===== src/rtl/crc_pkg.sv =====
// rtl/crc_pkg.sv - shared state encoding, default constants and CRC-8 byte update for the framer
package crc_pkg;

    typedef enum logic [1:0] {
        ST_PAYLOAD = 2'd0,
        ST_CRC     = 2'd1,
        ST_GAP     = 2'd2
    } state_e;

    localparam logic [7:0] CRC8_DEFAULT_POLY = 8'h07;
    localparam logic [7:0] CRC8_DEFAULT_INIT = 8'hFF;

    // MSB-first, non-reflected, no final XOR
    function automatic logic [7:0] crc8_next(
        input logic [7:0] crc,
        input logic [7:0] data,
        input logic [7:0] poly
    );
        logic [7:0] c;
        c = crc ^ data;
        for (int i = 0; i < 8; i++) begin
            c = c[7] ? ({c[6:0], 1'b0} ^ poly) : {c[6:0], 1'b0};
        end
        return c;
    endfunction

endpackage


===== src/rtl/crc8_byte_update.sv =====
// rtl/crc8_byte_update.sv - combinational one-byte CRC-8 advance
module crc8_byte_update
    import crc_pkg::*;
#(
    parameter logic [7:0] POLYNOMIAL = CRC8_DEFAULT_POLY
) (
    input  logic [7:0] crc_i,
    input  logic [7:0] data_i,
    output logic [7:0] crc_o
);

    assign crc_o = crc8_next(crc_i, data_i, POLYNOMIAL);

endmodule


===== src/rtl/crc8_framer.sv =====
// rtl/crc8_framer.sv - byte-stream framer that appends or checks a CRC-8 per fixed-size frame
module crc8_framer
    import crc_pkg::*;
#(
    parameter logic [7:0]  POLYNOMIAL    = CRC8_DEFAULT_POLY,
    parameter logic [7:0]  INITIAL       = CRC8_DEFAULT_INIT,
    parameter int unsigned PAYLOAD_BYTES = 8,
    parameter int unsigned GAP_CYCLES    = 2,
    parameter bit          CHECK_MODE    = 1'b0
) (
    input  logic        clk,
    input  logic        reset,
    input  logic [7:0]  s_data,
    input  logic        s_valid,
    output logic        s_ready,
    output logic [7:0]  m_data,
    output logic        m_valid,
    input  logic        m_ready,
    output logic        m_last,
    output logic [7:0]  byte_counter,
    output logic        crc_err,
    output logic [15:0] err_count
);

    localparam logic [7:0] LAST_PAYLOAD = 8'(PAYLOAD_BYTES - 1);
    localparam logic [7:0] CRC_SLOT     = 8'(PAYLOAD_BYTES);
    localparam logic [7:0] GAP_LAST     = (GAP_CYCLES == 0) ? 8'd0 : 8'(GAP_CYCLES - 1);
    localparam state_e     FRAME_DONE   = (GAP_CYCLES == 0) ? ST_PAYLOAD : ST_GAP;

    state_e      state_q;
    logic [7:0]  crc_q;
    logic [7:0]  crc_d;
    logic [7:0]  cnt_q;
    logic [7:0]  gap_q;
    logic [7:0]  m_data_q;
    logic        m_valid_q;
    logic        m_last_q;
    logic        crc_err_q;
    logic [15:0] err_count_q;

    logic out_free;
    logic s_fire;
    logic final_slot;
    logic check_final;

    crc8_byte_update #(
        .POLYNOMIAL(POLYNOMIAL)
    ) u_crc (
        .crc_i (crc_q),
        .data_i(s_data),
        .crc_o (crc_d)
    );

    assign out_free    = ~m_valid_q | m_ready;
    assign s_ready     = (state_q == ST_PAYLOAD) & out_free;
    assign s_fire      = s_valid & s_ready;
    // check mode carries one extra slot for the received CRC byte
    assign final_slot  = CHECK_MODE ? (cnt_q == CRC_SLOT) : (cnt_q == LAST_PAYLOAD);
    assign check_final = CHECK_MODE & final_slot;

    always_ff @(posedge clk or negedge reset) begin
        if (!reset) begin
            state_q     <= ST_PAYLOAD;
            crc_q       <= INITIAL;
            cnt_q       <= 8'd0;
            gap_q       <= 8'd0;
            m_data_q    <= 8'd0;
            m_valid_q   <= 1'b0;
            m_last_q    <= 1'b0;
            crc_err_q   <= 1'b0;
            err_count_q <= 16'd0;
        end else begin
            crc_err_q <= 1'b0;
            if (m_valid_q && m_ready) begin
                m_valid_q <= 1'b0;
            end
            case (state_q)
                ST_PAYLOAD: begin
                    if (s_fire) begin
                        m_data_q  <= s_data;
                        m_valid_q <= 1'b1;
                        m_last_q  <= check_final;
                        if (check_final) begin
                            cnt_q   <= 8'd0;
                            gap_q   <= 8'd0;
                            crc_q   <= INITIAL;
                            state_q <= FRAME_DONE;
                            if (s_data != crc_q) begin
                                crc_err_q <= 1'b1;
                                if (err_count_q != 16'hFFFF) begin
                                    err_count_q <= err_count_q + 16'd1;
                                end
                            end
                        end else begin
                            crc_q <= crc_d;
                            cnt_q <= cnt_q + 8'd1;
                            if (final_slot) begin
                                state_q <= ST_CRC;
                            end
                        end
                    end
                end
                ST_CRC: begin
                    if (out_free) begin
                        m_data_q  <= crc_q;
                        m_valid_q <= 1'b1;
                        m_last_q  <= 1'b1;
                        cnt_q     <= 8'd0;
                        gap_q     <= 8'd0;
                        crc_q     <= INITIAL;
                        state_q   <= FRAME_DONE;
                    end
                end
                ST_GAP: begin
                    if (gap_q == GAP_LAST) begin
                        gap_q   <= 8'd0;
                        state_q <= ST_PAYLOAD;
                    end else begin
                        gap_q <= gap_q + 8'd1;
                    end
                end
                default: state_q <= ST_PAYLOAD;
            endcase
        end
    end

    assign m_data       = m_data_q;
    assign m_valid      = m_valid_q;
    assign m_last       = m_last_q;
    assign byte_counter = cnt_q;
    assign crc_err      = crc_err_q;
    assign err_count    = err_count_q;

endmodule

===== config.mk =====
export PLATFORM = sky130hd
export DESIGN_NAME = crc8_framer
export DESIGN_NICKNAME = d
export VERILOG_FILES = /design/src/rtl/crc_pkg.sv /design/src/rtl/crc8_byte_update.sv /design/src/rtl/crc8_framer.sv
export SDC_FILE = /design/constraint.sdc
export NUM_CORES = 1
export LEC_CHECK = 0
export CORE_UTILIZATION = 45
export CTS_CLUSTER_SIZE = 8
export DETAILED_ROUTE_END_ITERATION = 8
export PLACE_DENSITY = 0.81
export SETUP_SLACK_MARGIN = 0.05
export SLEW_MARGIN = 20
export SYNTH_ARGS = -nofsm -noshare
export SYNTH_HDL_FRONTEND = slang
export SYNTH_SLANG_ARGS = --single-unit

===== constraint.sdc =====
create_clock -name clk -period 1.9 [get_ports clk]
set_input_delay 0.19 -clock clk [delete_from_list [all_inputs] [get_ports clk]]
set_output_delay 0.19 -clock clk [all_outputs]
set_load 0.01 [all_outputs]

==> results of run 1 <==
sequential cells by signal, indices dropped and copies added, names as in the netlist:
register and flops:
m_valid 1, m_last 1, byte_counter 8, crc_q 8, m_data 8, gap_q 8
state_q 2
power groups by stage:
| stage | combinational (mW) | sequential [mW] | clock, mW |
|---|---|---|---|
| after floorplan | 0.201 | 0.849 | 0 |
| after global placement | 0.279 | 0.846 | 0 |
| after detailed placement | 0.282 | 0.848 | 0 |
| after CTS | 0.285 | 0.834 | 0.580 |
| after global routing | 0.315 | 0.838 | 0.613 |
| final | 0.281 | 0.834 | 0.564 |
stage by stage:
stage / setup TNS, ps / hold slack [ps]
floorplan: 0 / -105.6
global placement: 0 / 490.4
detailed placement: 0 / 501.1
CTS: 0 / 327.8
global route: -445.7 / 350.8
finish: 0 / 311.4
placed cells by master, fill, tap and decap left out, drive strengths merged, types with 8 or more instances in the layout:
master and count:
clkdlybuf4s50 29, mux2i 9, conb 17, nand2 17, buf 14, nor3 8, xor2 12, clkbuf 8
nor2 22, dfstp 8, xnor2 16, a21oi 18, o21ai 13, dfrtp 28
cell families after synthesis:
| family | Yosys count | share of synthesized area |
|---|---|---|
| AOI/OAI and AO/OA | 37 | 0.1057 |
| buffers and inverters | 24 | 0.08084 |
| and+or+nand+nor | 71 | 0.1679 |
| muxes | 10 | 0.05037 |
| DFF | 36 | 0.4527 |
| other | 1 | 0.001864 |
| adders and majority gates | 3 | 0.01866 |
| xor gates and xnor gates | 28 | 0.1219 |
what timing repair did:
item,in CTS,in global routing
gates resized for setup,0,4
buffers inserted,0,2
endpoints found under the setup margin,0,5
layer usage:
layer	GRT usage	up-vias	wire length, µm
met5	0	-	0
met2	0.3325	48	1950
li1	-	766	-
met1	0.2474	758	1782
met3	0.04934	5	151
met4	0.08418	0	73
area by class of cell:
type | instances | area, µm²
clock buffer | 8 | 90.09
fill | 377 | 1647
inverter | 1 | 3.754
multi-input combinational | 166 | 1022
sequential | 36 | 910.9
tap | 50 | 62.56
timing repair buffer | 44 | 407.9
worst min-delay path by stage:
| stage | from | slack, ps | depth (start not counted) | endpoint |
|---|---|---|---|---|
| floorplan | reset | -110 | 0 | byte_counter[0] |
| global placement | m_last | 490 | 2 | m_last |
| detailed placement | m_last | 500 | 2 | m_last |
| CTS | reset | 330 | 2 | m_data[3] |
| global route | reset | 350 | 2 | m_data[3] |
| finish | reset | 310 | 2 | m_data[7] |
worst max-delay path, cell delays in order, from the launching register on:
cell,delay [ps]
dfrtp_1,380
inv_1,60
ha_1,120
or4b_4,460
o41ai_4,320
buf_4,200
nor2_1,50
o21ai_1,120
o21ai_1,70
cell usage after synthesis, types with 3 or more instances:
cell	count	area share
dfstp_2	8	0.10
buf_2	4	0.010
nor2b_1	3	0.0093
a21oi_1	18	0.045
xnor2_1	16	0.070
and3_1	4	0.012
nor2_1	22	0.041
nand2_1	17	0.032
buf_4	18	0.067
o22a_1	3	0.013
dfrtp_1	28	0.35
nand3_1	5	0.012
nand4_1	5	0.016
o21ai_0	5	0.012
xor2_1	12	0.052
nand2b_1	3	0.0093
ha_1	3	0.019
nor3_1	8	0.020
o21ai_1	8	0.020
mux2i_1	9	0.045
==> results.toml, run 1 <==
[critical_path]
crit_fanout = 6
path_class = "flop to flop"
endpoint = "gap_q[2]"
worstPathRequired_ps = 2080
r2r_end = "gap_q[2]"
ff2ff_setup_slack_ps = 20
timing.rr.start = "gap_q[1]"
startpoint_type = "flop"
crit_arrival_ps = 2060
r2r_cells = 8
crit_start = "gap_q[1]"
crit_path_end_kind = "flop"

[cells_and_area]
drive_above_1_share = 0.1294
area_growth_pct = 24.13
antenna_cells = 0
final_core_util = 0.6027
stdcell_area_um2 = 2497
fin_cells = 305
fin_nets = 269

[synthesis]
syn_inst = 210
synthArstFlopShare = 1.000
yosysWarnings = 0
syn-mean-instance-area_um2 = 9.581
synth-seq-cells = 36
syn_area_um2 = 2012
synth-edff-count = 0
ys_types = 31
synth_ff_type = "dfrtp_1"
ys_seq_area_frac = 0.4527

[routing]
routed_wl_um = 3957
vias_per_cell = 5.170
drtIter0Drc = 111
wl_per_cell_um = 12.97
ant_nets = 0
drc = 0
firstDrtPassIters = 4
num_vias = 1577

[placed_design]
port_buffers = 30
dp_hpwl_um = 2766
dp_slack_ps = 62.29
gp_congestion = 0.7950
place_area_um2 = 2372
dp.cells = 295

[grt]
grt_pass1_wl_um = 6906
antenna_found_initial = 0
grt_util_all_layers = 0.2006
grt-ovfl-total = 0
grt_pass1_vias = 1541
grt_max_degree = 37

[floorplanning]
core_area_um2 = 4144
die_area_um2 = 4742
die_h_um = 68.87
rows = 23
ioPinCount = 48
initial_core_util = 0.4855
chipWidth_um = 68.87

[power]
swShare = 0.2562
clockPowerShare = 0.336
p_sw_mw = 0.4303
internal_power_mw = 1.249
combPwrFrac = 0.168
power_mw = 1.680
p_leak_nw = 1.123
powerDensity_nw_per_um2 = 672.6
seqPwrFrac = 0.496
ir_drop_v = 0.0005321

[timing]
skew_ps = 5.517
setup_violations = 0
max_clock_freq_mhz = 531.2
period_needed_ps = 1883
fin_ws_ps = 17.40
rsz0062_at_grt = "true"
hold_viol = 0
slew_viol_final = 0
finalCritPeriodShare = 0.9908

[clock_network]
clk_pin_slew_ps = 70
clock_latency_ps = 290
holdBufCountCts = 0
tritoncts = "yes"
cts.sinks = 36
htreeDepth = 2
cts_buffer_depth = 2
numCtsBuffers = 5
clock-root-buffer = "clkbuf_8"

[job]
drv_cap = 0

[min_path]
min-delay-path-class = "input port to async pin"

[outcome]
status = "completed"
No activity file was read; power rests on OpenSTA's default activity.
==> run 2: changes to the inputs <==
- SLEW_MARGIN: 20 -> unset
==> results of run 2 <==
Final layout, timing and power as in run 1 (identical DEF).
==> run 3: changes to the inputs <==
- CTS_BUF_LIST: unset -> sky130_fd_sc_hd__clkbuf_16
- CTS_CLUSTER_DIAMETER: unset -> 30
==> results.toml, run 3 (synthesis results as in run 1) <==
[floorplanning]
rows = 23
core_area_um2 = 4144
die_h_um = 68.87
ioPinCount = 48
die_area_um2 = 4742
initial_core_util = 0.4855
chipWidth_um = 68.87

[placed_design]
dp.cells = 295
dp_hpwl_um = 2766
gp_congestion = 0.7950
port_buffers = 30
dp_slack_ps = 62.29

[critical_path]
worstPathRequired_ps = 2060
crit_arrival_ps = 2050
path_class = "flop to flop"
startpoint_type = "flop"
ff2ff_setup_slack_ps = 9
crit_fanout = 6
crit_path_end_kind = "flop"
r2r_cells = 8

[power]
p_leak_nw = 1.132
power_mw = 1.873
powerDensity_nw_per_um2 = 737.1
ir_drop_v = 0.0004677

[timing]
rsz0062_at_grt = "true"
max_clock_freq_mhz = 528.9
finalCritPeriodShare = 0.9951
hold_viol = 0
period_needed_ps = 1891
setup_violations = 0
fin_ws_ps = 9.335
skew_ps = 2.413
slew_viol_final = 0

[routing]
routed_wl_um = 3959
num_vias = 1560
wl_per_cell_um = 12.98
firstDrtPassIters = 4
ant_nets = 0
drc = 0
vias_per_cell = 5.115
drtIter0Drc = 113

[grt]
grt_pass1_wl_um = 6879
grt-ovfl-total = 0
grt_util_all_layers = 0.2016
antenna_found_initial = 0
grt_max_degree = 37
grt_pass1_vias = 1532

[cells_and_area]
final_common_cell = "clkdlybuf4s50_1"
drive_above_1_share = 0.1255
area_growth_pct = 26.31
fin_nets = 269
final_cell_mix = "30 x clkdlybuf4s50_1, 28 x dfrtp_1, 22 x nor2_1"
antenna_cells = 0
regArea_um2 = 910.9
fin_cells = 305
multi_input_area_um2 = 1022
num-fill-cells = 368

[clock_network]
htreeDepth = 2
clock-root-buffer = "clkbuf_16"
clk_pin_slew_ps = 50
cts_buffer_depth = 2
clock_latency_ps = 280
cts.sinks = 36
tritoncts = "yes"
numCtsBuffers = 5

[job]
drv_cap = 0

[outcome]
status = "completed"

[min_path]
min-delay-path-class = "input port to async pin"
## run 3: cell types whose count changed in the layout (fill, tap and decap cells not counted)
cell / delta
clkbuf_1: -2
dlymetal6s2s_1: -1
clkbuf_8: -6
clkbuf_16: +5
clkinv_1: +1
inv_1: +2
clkdlybuf4s50_1: +1
## run 3: worst max-delay path, stage by stage, from the launching register on
cell and delay [ps]:
dfrtp_1 380, inv_1 60, ha_1 120, or4b_4 460, o41ai_4 320, buf_4 190
nor2_1 50, o21ai_1 120, o21ai_1 80
## run 3: what timing repair did
item                                    CTS  global route
gates resized for setup                   0             3
endpoints found under the setup margin    1             5
pin swaps                                 0             2
cloned                                    0             0
hold buffers                              0             0
buffers inserted                          0             2
## run 3: power by group
part | internal [mW] | switching, mW
registers | 0.809 | 0.0259
logic | 0.146 | 0.135
clock network | 0.471 | 0.286
## run 3: worst paths after layout
path,startpoint,end
worst max-delay path,gap_q[1],gap_q[5]
worst min register to register,m_last,m_last
worst min-delay path,reset,m_data[7]
max in group asynchronous,reset,crc_q[2]
min in group clk,m_last,m_last
worst max register to register,gap_q[1],gap_q[5]
## run 3: cell type report
| cell class | count | area share |
|---|---|---|
| clock buffer | 5 | 0.04924 |
| clock inverter | 3 | 0.004431 |
| inverter | 1 | 0.001477 |
| multi-input combinational | 166 | 0.4023 |
| sequential | 36 | 0.3584 |
| tap | 50 | 0.02462 |
| timing repair buffer | 44 | 0.1595 |
## run 3: per-layer routing
metal  part of all wire  GRT usage
met5                  0          0
met4              0.017    0.08418
met3              0.038    0.05428
met2               0.50     0.3350
met1               0.44     0.2453
## run 3: through the flow
stage	hold WS, ps	setup TNS (ps)	utilization	cell area [µm²]
2_1_floorplan	-105.6	0	-	2072
3_3_place_gp	490.4	0	0.5725	2372
3_5_place_dp	501.1	0	0.5725	2372
4_1_cts	347.3	0	0.6054	2509
5_1_grt	373.5	-460.6	0.6132	2541
6_report	325.7	0	0.6132	2541
